## config.mk

```make
export PLATFORM = sky130hd
export DESIGN_NAME = writeback_arbiter
export DESIGN_NICKNAME = d
export VERILOG_FILES = /design/src/rtl/writeback_arbiter.sv
export SDC_FILE = /design/constraint.sdc
export NUM_CORES = 1
export LEC_CHECK = 0
export CORE_ASPECT_RATIO = 1.2
export CORE_MARGIN = 4
export CORE_UTILIZATION = 50
export CTS_BUF_LIST = sky130_fd_sc_hd__clkbuf_2
export DETAILED_ROUTE_END_ITERATION = 10
export PLACE_DENSITY = 0.86
export SETUP_SLACK_MARGIN = 0.15
export SYNTH_ARGS = -nofsm -noshare
export SYNTH_HDL_FRONTEND = slang
export SYNTH_SLANG_ARGS = --single-unit
export TNS_END_PERCENT = 10
```

## constraint.sdc

```tcl
create_clock -name clk -period 2.4 [get_ports clk]
set_input_delay 0.24 -clock clk [delete_from_list [all_inputs] [get_ports clk]]
set_output_delay 0.24 -clock clk [all_outputs]
set_load 0.1 [all_outputs]
```

## src/rtl/writeback_arbiter.sv

```systemverilog
// Writeback arbiter: merges ALU results and buffered load responses onto the
// single register-file write port, and tracks outstanding writes per register.
module writeback_arbiter #(
    parameter int unsigned LD_DEPTH     = 4,
    parameter int unsigned STARVE_LIMIT = 3
) (
    input  logic        clk,
    input  logic        rst_n,
    input  logic        alu_valid,
    input  logic [4:0]  alu_rd,
    input  logic [31:0] alu_data,
    output logic        alu_stall,
    input  logic        ld_valid,
    output logic        ld_ready,
    input  logic [4:0]  ld_rd,
    input  logic [31:0] ld_data,
    input  logic        issue_valid,
    input  logic [4:0]  issue_rd,
    output logic [31:0] pending,
    output logic        rf_we,
    output logic [4:0]  rf_waddr,
    output logic [31:0] rf_wdata
);

    localparam int unsigned PW = $clog2(LD_DEPTH);
    localparam int unsigned CW = $clog2(STARVE_LIMIT + 1);

    typedef struct packed {
        logic [4:0]  rd;
        logic [31:0] data;
    } ld_entry_t;

    ld_entry_t       mem_q [LD_DEPTH];
    logic [PW-1:0]   wr_ptr_q, rd_ptr_q;
    logic [PW:0]     count_q, count_d;
    logic [CW-1:0]   starve_q, starve_d;
    logic [31:0]     pending_q, pending_d;
    logic            rf_we_q, rf_we_d;
    logic [4:0]      rf_waddr_q, rf_waddr_d;
    logic [31:0]     rf_wdata_q, rf_wdata_d;

    logic            fifo_empty, push, pop, alu_win;
    ld_entry_t       head;

    assign fifo_empty = (count_q == '0);
    assign ld_ready   = (count_q != (PW+1)'(LD_DEPTH));
    assign push       = ld_valid && ld_ready;
    assign alu_stall  = (starve_q == CW'(STARVE_LIMIT));
    // A stalled ALU never wins, so the FIFO is guaranteed the slot that cycle.
    assign alu_win    = alu_valid && !alu_stall;
    assign pop        = !alu_win && (!fifo_empty || push);
    // Empty FIFO lets an incoming load go straight to the output registers.
    assign head       = fifo_empty ? ld_entry_t'{rd: ld_rd, data: ld_data} : mem_q[rd_ptr_q];

    always_comb begin
        count_d    = count_q + (PW+1)'(push) - (PW+1)'(pop);
        starve_d   = starve_q;
        rf_we_d    = 1'b0;
        rf_waddr_d = rf_waddr_q;
        rf_wdata_d = rf_wdata_q;
        pending_d  = pending_q;

        if (pop || fifo_empty) begin
            starve_d = '0;
        end else if (alu_win) begin
            starve_d = starve_q + CW'(1);
        end

        if (alu_win) begin
            rf_we_d    = (alu_rd != '0);
            rf_waddr_d = alu_rd;
            rf_wdata_d = alu_data;
        end else if (pop) begin
            rf_we_d    = (head.rd != '0);
            rf_waddr_d = head.rd;
            rf_wdata_d = head.data;
        end

        // Clear on the presented write first so a same-cycle reissue wins.
        if (rf_we_q) begin
            pending_d[rf_waddr_q] = 1'b0;
        end
        if (issue_valid && issue_rd != '0) begin
            pending_d[issue_rd] = 1'b1;
        end
        pending_d[0] = 1'b0;
    end

    always_ff @(posedge clk) begin
        if (push) begin
            mem_q[wr_ptr_q] <= ld_entry_t'{rd: ld_rd, data: ld_data};
        end
    end

    always_ff @(posedge clk or negedge rst_n) begin
        if (!rst_n) begin
            wr_ptr_q   <= '0;
            rd_ptr_q   <= '0;
            count_q    <= '0;
            starve_q   <= '0;
            pending_q  <= '0;
            rf_we_q    <= 1'b0;
            rf_waddr_q <= '0;
            rf_wdata_q <= '0;
        end else begin
            if (push) wr_ptr_q <= wr_ptr_q + PW'(1);
            if (pop)  rd_ptr_q <= rd_ptr_q + PW'(1);
            count_q    <= count_d;
            starve_q   <= starve_d;
            pending_q  <= pending_d;
            rf_we_q    <= rf_we_d;
            rf_waddr_q <= rf_waddr_d;
            rf_wdata_q <= rf_wdata_d;
        end
    end

    assign pending  = pending_q;
    assign rf_we    = rf_we_q;
    assign rf_waddr = rf_waddr_q;
    assign rf_wdata = rf_wdata_q;

endmodule

```

Word-level counts from Yosys, hierarchy flattened
Memory sizes are Yosys's and may differ from the RTL's.
Index checks and enable logic that the tools add are counted.
{"block": "totals", "input_bits": 84, "register_bits": 78, "mem_bits_rw": 148, "n_memories": 1, "output_inout_bits": 72, "wordCells": 57}
{"block": "classes", "bitwise_logic": 3, "eq_ne": 2, "reduce_logical": 17, "order_cmp": 4, "muxes": 17, "addsub": 5}
{"name": "mem_q", "depth": 4, "width": 37, "rd": 1, "rd_clocked_by_memory_dff": 0, "wr": 1, "line": "33", "source": "ld_entry_t mem_q [LD_DEPTH];"}
{"cell": "32-bit two-way mux", "n": 4}
{"cell": "37-bit two-way mux", "n": 1}
{"cell": "32-bit AND", "n": 1}
{"cell": "32-bit inverter", "n": 1}
{"cell": "32-bit bitwise OR", "n": 1}
{"cell": "5-bit nonzero test", "n": 3}
{"cell": "5-bit by 6-bit < comparator with 1-bit output, second input constant", "n": 2}
{"cell": "1-bit demux with 5-bit select", "n": 2}
{"cell": "5-bit by 1-bit greater-or-equal comparator with 1-bit output, second input constant", "n": 2}
{"cell": "5-bit two-way mux", "n": 2}
{"cell": "2-bit by 1-bit adder with 2-bit output, second input constant", "n": 3}
{"cell": "1-bit logical AND", "n": 6}
{"cell": "1-bit two-way mux", "n": 6}
{"cell": "2-bit two-way mux", "n": 2}
{"cell": "2-bit nonzero test", "n": 2}
{"cell": "3-bit by 1-bit adder with 3-bit output", "n": 1}
{"cell": "1-bit zero test", "n": 3}
{"cell": "3-bit zero test", "n": 1}
{"cell": "3-bit inequality test, second input constant", "n": 1}
{"cell": "3-bit by 1-bit subtractor with 3-bit output", "n": 1}
{"cell": "2-bit == test, second input constant", "n": 1}
{"cell": "1-bit logical OR", "n": 2}

Depth between registers and ports, before layout
{"block": "depth", "word_depth": 9, "ltp_mapped": 11, "ltp_nobuf": 10}

Worst setup path before layout
No wires, ideal clock.
{"block": "synth_timing", "kind": "register to register", "start": "reg starve_q[0]", "end": "reg count_q[2]", "t_arrival_ns": 2.578, "period_less_slack_ns": 2.702, "path_slack_ns": -0.302, "path_buffers": 0, "setup_ns": 0.124, "stages_incl_launch_ff": 11, "required_time_ns": 2.276, "cell_sequence": "dfrtp_1 > ha_1 > nand2b_1 > o21ai_2 > inv_1 > ha_1 > inv_1 > ha_1 > fa_1 > xor2_1 > xnor2_1"}
{"block": "synth_via", "elab_chain_cells": 6}
{"item": "start, declared", "line": "36", "source": "logic [CW-1:0] starve_q, starve_d;"}
{"item": "start signal, assigned", "line": "109", "source": "starve_q <= starve_d;"}
{"item": "2-bit == test", "line": "48", "source": "assign alu_stall = (starve_q == CW'(STARVE_LIMIT));"}
{"item": "net alu_stall", "line": "12", "source": "output logic alu_stall,"}
{"item": "1-bit zero test", "line": "50", "source": "assign alu_win = alu_valid && !alu_stall;"}
{"item": "1-bit logical AND", "line": "50"}
{"item": "1-bit zero test", "line": "51", "source": "assign pop = !alu_win && (!fifo_empty || push);"}
{"item": "1-bit logical AND", "line": "51"}
{"item": "net pop", "line": "42", "source": "logic fifo_empty, push, pop, alu_win;"}
{"item": "3-bit by 1-bit subtractor with 3-bit output", "line": "56", "source": "count_d = count_q + (PW+1)'(push) - (PW+1)'(pop);"}
{"item": "net count_d[2]", "line": "35", "source": "logic [PW:0] count_q, count_d;"}
{"item": "end signal, assigned", "line": "108", "source": "count_q <= count_d;"}
{"item": "end, declared", "line": "35"}
The timed path passes the listed nets, and every way through them passes these cells.
A chain may end at the register's enable or synchronous reset.

Worst setup path after layout
{"block": "layout_timing", "start": "reg count_q[1]", "end": "reg rf_we_q (netlist: rf_we)"}
{"block": "layout_via", "elab_chain_cells": 6, "word_cells_on_any_way": 10, "cone_classes": "eq/ne (1); mux (3); reduce/logical (6)"}
{"item": "parallel branches: the longest is 4 deep, another holds 37-bit two-way mux"}
{"item": "1-bit two-way mux (*)", "line": "73", "source": "end else if (pop) begin"}
{"item": "1-bit two-way mux (*)", "line": "69", "source": "if (alu_win) begin"}
{"item": "net rf_we_d", "line": "38", "source": "logic rf_we_q, rf_we_d;"}
{"item": "end signal, assigned", "line": "111", "source": "rf_we_q <= rf_we_d;"}
{"item": "end, declared", "line": "38"}
Mark *: on every way through the listed nets, which the timed path passes.

==> flow_summary_export.csv <==
group,metric,value,unit
run_status,status,"complete, no violations",
grt,grt_max_degree,75,
power,p_switching,8420,µW
sta,rsz0062_at_grt,"yes",
placement,place_ws,54.2,ps
power,p_clk_share,13.6,%
sta,max_freq,0.445,GHz
final_layout,antenna_cells,0,
sta,finalMaxSlewViolations,0,
clocking,clock_path_buffers,3,
clocking,root_buffer,"clkbuf_2",
floorplanning,die_x,132,µm
drt,num_vias,6206,
final_layout,fin_cells,1135,
grt,overflow,0,
sta,post-route-period-util,93.6,%
power,power,17100,µW
clocking,cts_tree,"yes",
critical_path,path_cells,"or3_4, o21ai_4, buf_6, buf_4, buf_4, buf_4, buf_4, buf_4, buf_4, buf_4, buf_6, a31oi_4, a211o_1",
logic_synthesis,ys_types,38,
grt,antenna_found_initial,1,
drt,drtIter0Drc,328,
clocking,cts_buffers,51,
sta,clock-skew-final,55.4,ps
critical_path,cp-end-kind,"flip-flop",
drt,routed_wl,22.0,mm
logic_synthesis,yosysWarningCount,0,
sta,fin_ws,154,ps
critical_path,cp_max_fo,3,
drt,route.detailed.drc,0,
critical_path,path_class,"reg2reg",
run,drv_cap,0,
final_layout,syn_to_final_growth,29.0,%
critical_path,cp_slowest_cell,"or3_4",
placement,dp_hpwl,14.1,mm
floorplanning,die_h,157,µm
drt,first_pass_iters,5,
sta,hold_viol,0,
drt,postRouteAntennaNets,0,
logic_synthesis,syn_inst,625,
final_layout,nFillCells,1276,
sta,worst_pin_slew,787,ps
floorplanning,rows,54,
sta,slew_headroom,47.6,%
drt,via_per_inst,5.47,
placement,portBuffers,154,
grt,first_global_vias,6473,
floorplanning,die_area,0.0208,mm²
sta,fin_crit,2250,ps
critical_path,crit_path_max_incr_delay,410,ps
power,pwr-share-comb,51.5,%
placement,place.gp.congestion,0.872,
critical_path,crit_required,3060,ps
power,netSwitchingFraction,49.3,%
critical_path,critPathLaunchType,"flip-flop",
logic_synthesis,ys_ff_latch,226,
sta,tns,0,ps
logic_synthesis,synth_area,0.00926,mm²
clocking,clk_latency,780,ps
power,p_int,8650,µW
worst_hold_path,hp-class,"in2reg",
critical_path,path_common_cell,"buf_4",
grt,grt_usage,20.9,%
floorplanning,start_util,51.0,%
power,ir_drop,0.930,mV
grt,grt_first_pass_wirelength,34.4,mm
critical_path,cp.arrival,2900,ps
floorplanning,core_region_area,0.0182,mm²
drt,routedWlPerCell,19.3,µm
logic_synthesis,syn_area_per_cell,14.8,µm²
clocking,cts_sinks,226,
placement,dp_cells,998,
power,power.density,1430,mW/mm²
power,p_leak,0.00465,µW
logic_synthesis,syn_nets,717,
logic_synthesis,seq_area_frac_synth,69.1,%
final_layout,fin_nets,963,
clocking,path_clk_slew,110,ps
power,seqPwrFrac,34.8,%
floorplanning,io_pins,156,
clocking,h-tree-depth,2,
sta,setup_violations,0,
final_layout,drive_above_1_share,27.8,%
==> worst paths after layout <==
kind | from | endpoint | slack (ps) | cells past startpoint
min in group asynchronous | rst_n | pending[3]$_DFF_PN0_ | 520 | 4
hold reg to reg | starve_q[0]$_DFFE_PN0P_ | starve_q[0]$_DFFE_PN0P_ | 490 | 1
max in group asynchronous | rst_n | rf_wdata[21]$_DFFE_PN0P_ | 1540 | 4
setup / recovery | count_q[1]$_DFF_PN0_ | rf_we$_DFF_PN0_ | 150 | 13
setup reg to reg | count_q[1]$_DFF_PN0_ | rf_we$_DFF_PN0_ | 150 | 13
hold / removal | alu_data[12] | rf_wdata[12]$_DFFE_PN0P_ | 60 | 3
==> cells in the final DEF (no fill, tap or decap), types with 35 or more instances in the layout <==
master           netlist  routed
edfxtp_1             148     148
buf_4                  3     106
o21ai_0               99      99
clkdlybuf4s50_1        0      81
clkbuf_2               0      80
dfrtp_1               78      76
nand2_1               45      45
nor2_1                42      42
mux2i_1               39      39
a21oi_1               36      36
mux4_2                35      35
==> cells in the mapped netlist <==
library cell / number / area [µm²]
xor2_1: 1 / 8.76
mux2_2: 1 / 11.3
nand4_1: 1 / 6.26
a31oi_1: 2 / 12.5
a21oi_1: 36 / 180
nand2_1: 45 / 169
o31a_1: 1 / 8.76
o21ai_0: 99 / 495
and2_1: 4 / 25.0
nand3b_1: 10 / 75.1
or3b_2: 4 / 35.0
dfrtp_1: 78 / 1950
mux4_2: 35 / 788
nor2_1: 42 / 158
a211oi_1: 2 / 15.0
o21ai_2: 1 / 8.76
edfxtp_1: 148 / 4440
nor4_1: 1 / 6.26
nand3_1: 4 / 20.0
ha_1: 7 / 87.6
nand2b_1: 1 / 6.26
buf_2: 12 / 60.1
clkbuf_1: 16 / 60.1
buf_4: 3 / 22.5
buf_1: 1 / 3.75
a211o_1: 2 / 17.5
fa_1: 1 / 20.0
mux2i_1: 39 / 390
buf_6: 2 / 22.5
xnor2_1: 4 / 35.0
nor4_2: 1 / 12.5
conb_1: 1 / 3.75
o31ai_1: 1 / 7.51
nor3_1: 4 / 20.0
and3_1: 1 / 6.26
inv_1: 8 / 30.0
or3_1: 3 / 18.8
nor2b_1: 3 / 18.8
==> power groups by stage <==
stage | sequential (µW) | combinational [µW] | clock, µW
floorplan | 9800 | 2650 | 0
global placement | 5980 | 8480 | 0
detailed placement | 6030 | 8620 | 0
CTS | 5950 | 8740 | 2380
global route | 6060 | 9220 | 2610
finish | 5950 | 8800 | 2330
==> layer usage <==
layer | vias up | routed length (µm) | track usage, %
li1 | 2881 | - | -
met3 | 25 | 1770 | 6.11
met5 | - | 15 | 0
met2 | 256 | 11600 | 37.6
met1 | 3042 | 8290 | 24.7
met4 | 2 | 276 | 5.89
==> critical path, delay by kind of cell (launching register included) <==
| kind | cells | cell delay (ps) |
|---|---|---|
| buf+inv | 9 | 860 |
| compound gates | 3 | 510 |
| flops | 1 | 390 |
| simple gates | 1 | 410 |
==> cells by family (layout without fill, tap and decap cells) <==
logic type | count (synthesis) | after routing | synth area share (%)
DFF | 226 | 226 | 69.1
AOI/OAI and AO/OA | 144 | 144 | 8.05
and+or+nand+nor | 124 | 124 | 6.23
muxes | 75 | 75 | 12.8
buffers and inverters | 42 | 328 | 2.15
adders and majority gates | 8 | 8 | 1.16
xor gates and xnor gates | 5 | 5 | 0.473
other | 1 | 1 | 0.0405
==> flip-flops by register name (all words and copies together) (netlist names) <==
name,flops
mem_q,148
rf_we,1
starve_q,2
rd_ptr_q,2
wr_ptr_q,2
pending,31
count_q,3
rf_waddr,5
rf_wdata,32
==> layout make-up <==
| cell class | instances | area, µm² | area share, % |
|---|---|---|---|
| repair buffers | 227 | 2040 | 17.1 |
| flip-flops and latches | 226 | 6400 | 53.5 |
| well taps | 224 | 280 | 2.35 |
| inverters | 8 | 30.0 | 0.251 |
| clock inverters | 13 | 52.6 | 0.440 |
| clock buffers | 80 | 400 | 3.35 |
| multi-input cells | 357 | 2740 | 23.0 |
==> through the flow <==
stage / hold WS (ps) / instance area, µm² / util [%]
final: 59.8 / 11900 / 65.7
after global placement: 249 / 11000 / 60.6
after detailed placement: 247 / 11000 / 60.6
after floorplan: -55.6 / 9280 / -
after global routing: 4.95 / 11900 / 65.7
after CTS: 0.344 / 11900 / 65.2
==> repair_timing <==
action | in CTS | in global routing
setup endpoints to repair | 1 | 2
hold buffers | 31 | 3
pin swaps | 1 | 4
endpoints found under the hold margin | 108 | 3
resized for setup | 2 | 9
setup buffers | 8 | 2
Power figures use the tool's default switching activity.
